===== src/rtl/ram_arbiter.sv =====
// Two-requester (CPU/DMA) arbiter for a 1R/1W program RAM. Read and write
// channels arbitrate independently: CPU priority with a bounded DMA wait.
module ram_arbiter #(
  parameter int ADDR_W   = 16,
  parameter int DATA_W   = 16,
  parameter int MAX_WAIT = 4
) (
  input  logic              clk,
  input  logic              reset,
  input  logic              c_rd_req,
  input  logic [ADDR_W-1:0] c_rd_addr,
  output logic              c_rd_gnt,
  output logic              c_rd_valid,
  output logic [DATA_W-1:0] c_rd_data,
  input  logic              d_rd_req,
  input  logic [ADDR_W-1:0] d_rd_addr,
  output logic              d_rd_gnt,
  output logic              d_rd_valid,
  output logic [DATA_W-1:0] d_rd_data,
  input  logic              c_wr_req,
  input  logic [ADDR_W-1:0] c_wr_addr,
  input  logic [DATA_W-1:0] c_wr_data,
  output logic              c_wr_gnt,
  input  logic              d_wr_req,
  input  logic [ADDR_W-1:0] d_wr_addr,
  input  logic [DATA_W-1:0] d_wr_data,
  output logic              d_wr_gnt,
  output logic              mem_read_enable,
  output logic [ADDR_W-1:0] mem_read_address,
  input  logic [DATA_W-1:0] mem_read_data,
  output logic              mem_write_enable,
  output logic [ADDR_W-1:0] mem_write_address,
  output logic [DATA_W-1:0] mem_write_data,
  output logic [15:0]       conflict_count
);

  typedef enum logic [1:0] {OWN_NONE, OWN_CPU, OWN_DMA} owner_t;

  localparam logic [7:0] LP_MAX_WAIT = 8'(MAX_WAIT);

  logic [7:0]  r_rd_wait;
  logic [7:0]  r_wr_wait;
  owner_t      r_rd_owner;
  logic [15:0] r_conflict;

  // Requests are masked while reset is high so no grant can leak out.
  logic w_c_rd_act, w_d_rd_act, w_c_wr_act, w_d_wr_act;
  logic w_rd_dma_win, w_wr_dma_win;
  logic w_rd_conflict, w_wr_conflict;

  assign w_c_rd_act = c_rd_req & ~reset;
  assign w_d_rd_act = d_rd_req & ~reset;
  assign w_c_wr_act = c_wr_req & ~reset;
  assign w_d_wr_act = d_wr_req & ~reset;

  assign w_rd_conflict = w_c_rd_act & w_d_rd_act;
  assign w_wr_conflict = w_c_wr_act & w_d_wr_act;

  assign w_rd_dma_win = w_d_rd_act & (~w_c_rd_act | (r_rd_wait == LP_MAX_WAIT));
  assign w_wr_dma_win = w_d_wr_act & (~w_c_wr_act | (r_wr_wait == LP_MAX_WAIT));

  assign d_rd_gnt = w_rd_dma_win;
  assign c_rd_gnt = w_c_rd_act & ~w_rd_dma_win;
  assign d_wr_gnt = w_wr_dma_win;
  assign c_wr_gnt = w_c_wr_act & ~w_wr_dma_win;

  assign mem_read_enable  = c_rd_gnt | d_rd_gnt;
  assign mem_read_address = d_rd_gnt ? d_rd_addr :
                            c_rd_gnt ? c_rd_addr : '0;

  assign mem_write_enable  = c_wr_gnt | d_wr_gnt;
  assign mem_write_address = d_wr_gnt ? d_wr_addr :
                             c_wr_gnt ? c_wr_addr : '0;
  assign mem_write_data    = d_wr_gnt ? d_wr_data :
                             c_wr_gnt ? c_wr_data : '0;

  // The RAM's registered read lands while the owner register holds the winner.
  assign c_rd_valid = (r_rd_owner == OWN_CPU) & ~reset;
  assign d_rd_valid = (r_rd_owner == OWN_DMA) & ~reset;
  assign c_rd_data  = mem_read_data;
  assign d_rd_data  = mem_read_data;

  assign conflict_count = r_conflict;

  always_ff @(posedge clk) begin
    if (reset) begin
      r_rd_wait  <= '0;
      r_wr_wait  <= '0;
      r_rd_owner <= OWN_NONE;
      r_conflict <= '0;
    end else begin
      if (w_d_rd_act & ~d_rd_gnt)
        r_rd_wait <= (r_rd_wait == LP_MAX_WAIT) ? r_rd_wait : r_rd_wait + 8'd1;
      else
        r_rd_wait <= '0;

      if (w_d_wr_act & ~d_wr_gnt)
        r_wr_wait <= (r_wr_wait == LP_MAX_WAIT) ? r_wr_wait : r_wr_wait + 8'd1;
      else
        r_wr_wait <= '0;

      if (d_rd_gnt)
        r_rd_owner <= OWN_DMA;
      else if (c_rd_gnt)
        r_rd_owner <= OWN_CPU;
      else
        r_rd_owner <= OWN_NONE;

      if ((w_rd_conflict | w_wr_conflict) && (r_conflict != 16'hFFFF))
        r_conflict <= r_conflict + 16'd1;
    end
  end

endmodule


===== config.mk =====
export PLATFORM = sky130hd
export DESIGN_NAME = ram_arbiter
export DESIGN_NICKNAME = d
export VERILOG_FILES = /design/src/rtl/ram_arbiter.sv
export SDC_FILE = /design/constraint.sdc
export NUM_CORES = 1
export LEC_CHECK = 0
export ABC_AREA = 1
export CORE_ASPECT_RATIO = 1.75
export CORE_MARGIN = 4
export CORE_UTILIZATION = 36
export DETAILED_ROUTE_END_ITERATION = 6
export PLACE_DENSITY = 0.88
export SLEW_MARGIN = 20
export SYNTH_ARGS = -nofsm -noshare
export SYNTH_HDL_FRONTEND = slang
export SYNTH_SLANG_ARGS = --single-unit

===== constraint.sdc =====
create_clock -name clk -period 4.9 [get_ports clk]
set_input_delay 1.225 -clock clk [delete_from_list [all_inputs] [get_ports clk]]
set_output_delay 1.225 -clock clk [all_outputs]
set_load 0.03 [all_outputs]

==> flow_summary.json <==
{
  "power_density_nw_per_um2": 196.2,
  "max-cap-violations": 0,
  "antennaDiodeCount": 0,
  "nNetsFinal": 700,
  "hold_viol_final": 0,
  "ir_drop_uv": 250.6,
  "layout_cell_share_with_drive_strength_beyond_1_pct": 8.651,
  "gr-total-overflow": 0,
  "port_buffers": 173,
  "drt_pass_1_iters": 4,
  "timing.critical_path.fanout_max": 30,
  "synth.avg_cell_area_um2": 6.233,
  "vias": 3247,
  "cell_at_the_root_of_the_clock_tree": "clkbuf_16",
  "timing.hold.worst.class": "flip-flop to flip-flop",
  "fin_crit_sh_pct": 91.61,
  "core_region_area_um2": 7284,
  "arr_time_crit_path_ps": 3260,
  "grt_use_total_pct": 24.44,
  "final.fill_count": 646,
  "routed_wire_length_per_instance_um": 16.67,
  "dpl.hpwl_um": 9342,
  "post_route_skew_ps": 6.430,
  "final_common_cell": "nand2_1",
  "initial_utilization_pct": 37.31,
  "min_period_ps": 4489,
  "die_h_um": 122.9,
  "type_of_element_capturing_the_critical_path": "primary output",
  "floorplan.die_area_um2": 9058,
  "syn-instance-count": 436,
  "clkLatencyLatePin_ps": 280,
  "post_cts.repair.setup_buffers": 0,
  "path_buf_inv": 5,
  "finalWorstSetupSlack_ps": 411.1,
  "pin_count_of_the_biggest_net_entering_global_routing": 31,
  "chipWidth_um": 73.68,
  "critPathLaunchType": "input port",
  "setup-tns-final_ps": 0,
  "ctsHtreeMaxLevel": 2,
  "areaGrowthSynthToFinish_pct": 63.40,
  "preCtsSetupSlack_ps": 410.2,
  "p_leak_nw": 1.987,
  "max_stage_delay_ps": 670,
  "vias_per_instance": 4.890,
  "layout_common_cells": "nand2_1 (186), clkdlybuf4s50_1 (167), nor2_1 (53), dfxtp_1 (34), inv_1 (23)",
  "syn_area_um2": 2718,
  "worst-setup-path-type": "input port to primary output",
  "crit_chain": "clkdlybuf4s50_1 -> inv_2 -> nand2_1 -> inv_2 -> a21oi_4 -> buf_12 -> nand2_1 -> nand2_1 -> clkdlybuf4s50_1",
  "cts_hold_buf": 0,
  "rsz0062_at_grt": "no",
  "status": "finished clean",
  "cpMaxStageDelayCell": "clkdlybuf4s50_1",
  "drt_drc_violations_left": 0,
  "grt_antenna_before_repair": 0,
  "worstMarginPinSlew_ps": 394.8,
  "boundaryPins": 222,
  "clkTransAtPathRegs_ps": 50,
  "synth_enable_flop_cells": 0,
  "std_cell_rows": 41,
  "worst_path_dominant_cell_family": "buffers and inverters",
  "mappedNetlistNets": 559,
  "cts_tree": "done",
  "finalWeightedCongestion": 0.9268,
  "synth_seq_cells": 34,
  "synth_seq_area_share_pct": 25.05,
  "fin_total_pwr_uw": 871.4,
  "routed_wl_um": 11070,
  "worst_path_most_repeated_cell": "nand2_1",
  "grt_pass1_wl_um": 16700,
  "drt-initial-drc-count": 115,
  "clock-sinks": 34,
  "detail-route-antenna-nets": 0,
  "numCtsBuffers": 5,
  "worstPathRequired_ps": 3670,
  "cts-resized-gates": 0,
  "drv_slew": 0,
  "post_synth_num_cell_types": 27,
  "synthArstFlopShare_pct": 0,
  "setup_viols_final": 0,
  "max_freq_mhz": 222.8,
  "ys_flop_type": "dfxtp_1",
  "worst_slew_margin_rel_pct": 73.60,
  "grt_pass1_vias": 3307,
  "number_of_warnings_reported_in_the_yosys_synthesis_log": 0,
  "max-clock-path-buffers": 2
}
## synth_stat cells (2+ instances only)
cell type / instances / area, um2
nor2_4: 2 / 22.52
nand3_1: 21 / 105.1
nor2_2: 5 / 31.28
xnor2_1: 2 / 17.52
a21oi_1: 14 / 70.07
nand2_1: 186 / 698.2
buf_6: 5 / 56.30
nand2_2: 6 / 37.54
nand2_4: 4 / 45.04
buf_4: 38 / 285.3
nor3_1: 5 / 25.02
nor2_1: 53 / 198.9
dfxtp_1: 34 / 680.7
ha_1: 5 / 62.56
inv_1: 23 / 86.33
o21ai_1: 2 / 10.01
inv_2: 7 / 26.28
nor3b_1: 2 / 15.01
nand3b_1: 3 / 22.52
xor2_1: 5 / 43.79
nor2_8: 4 / 80.08
nand3_2: 3 / 30.03
nand4_1: 3 / 18.77
## final cells by class
class	count	area, um2	area share [%]
clock inverters	1	5.005	0.1127
clock buffers	7	142.6	3.212
flip-flops and latches	34	680.7	15.33
repair buffers	177	1809	40.74
multi-input cells	329	1583	35.64
inverters	30	112.6	2.536
well taps	86	107.6	2.423
## state kept, by name, summed over array words and instances (netlist names)
signal / count
conflict_count: 16
r_rd_wait: 8
r_wr_wait: 8
r_rd_owner: 2
## metal layers
| layer | vias up | share of wire, % | GRT usage [%] |
|---|---|---|---|
| met4 | 0 | 2.1 | 8.957 |
| li1 | 1590 | - | - |
| met1 | 1452 | 35 | 26.46 |
| met3 | 22 | 16 | 11.96 |
| met2 | 183 | 47 | 40.50 |
| met5 | - | 0 | 0 |
## metrics by stage
stage	hold WS, ps	cell area (um2)	std cells	utilization, %
CTS	465.6	4441	664	60.96
detailed placement	464.8	4293	656	58.93
floorplan	429.7	2718	436	-
global placement	443.8	4293	656	58.93
finish	469.0	4441	664	60.96
global route	519.1	4441	664	60.96
## power by group
group	internal [mW]	leakage (nW)	switching [mW]
Clock	0.201	0.0739	0.115
Sequential	0.280	0.275	0.00306
Combinational	0.139	1.64	0.133
Total	0.620	1.99	0.251
## worst paths after layout
check	startpoint	slack [ps]	cells past startpoint	to
worst max-delay path	reset	410	9	mem_write_address[4]
worst min-delay path	r_wr_wait[0]$_SDFFE_PP0P_	470	1	r_wr_wait[0]$_SDFFE_PP0P_
worst max register to register	conflict_count[0]$_SDFFE_PP0P_	3380	6	conflict_count[15]$_SDFFE_PP0P_
worst min register to register	r_wr_wait[0]$_SDFFE_PP0P_	470	1	r_wr_wait[0]$_SDFFE_PP0P_
## cells by family (layout without fill, tap and decap cells)
logic type	Yosys count	in the layout	share of synthesized area, %
AND/OR/NAND/NOR	299	299	49.95
adder cells (fa/ha/maj)	5	5	2.302
flip-flops	34	34	25.05
buffers and inverters	73	215	16.71
AO/OA/AOI/OAI	18	18	3.729
XOR/XNOR	7	7	2.256
No activity file was read; power rests on OpenSTA's default activity.
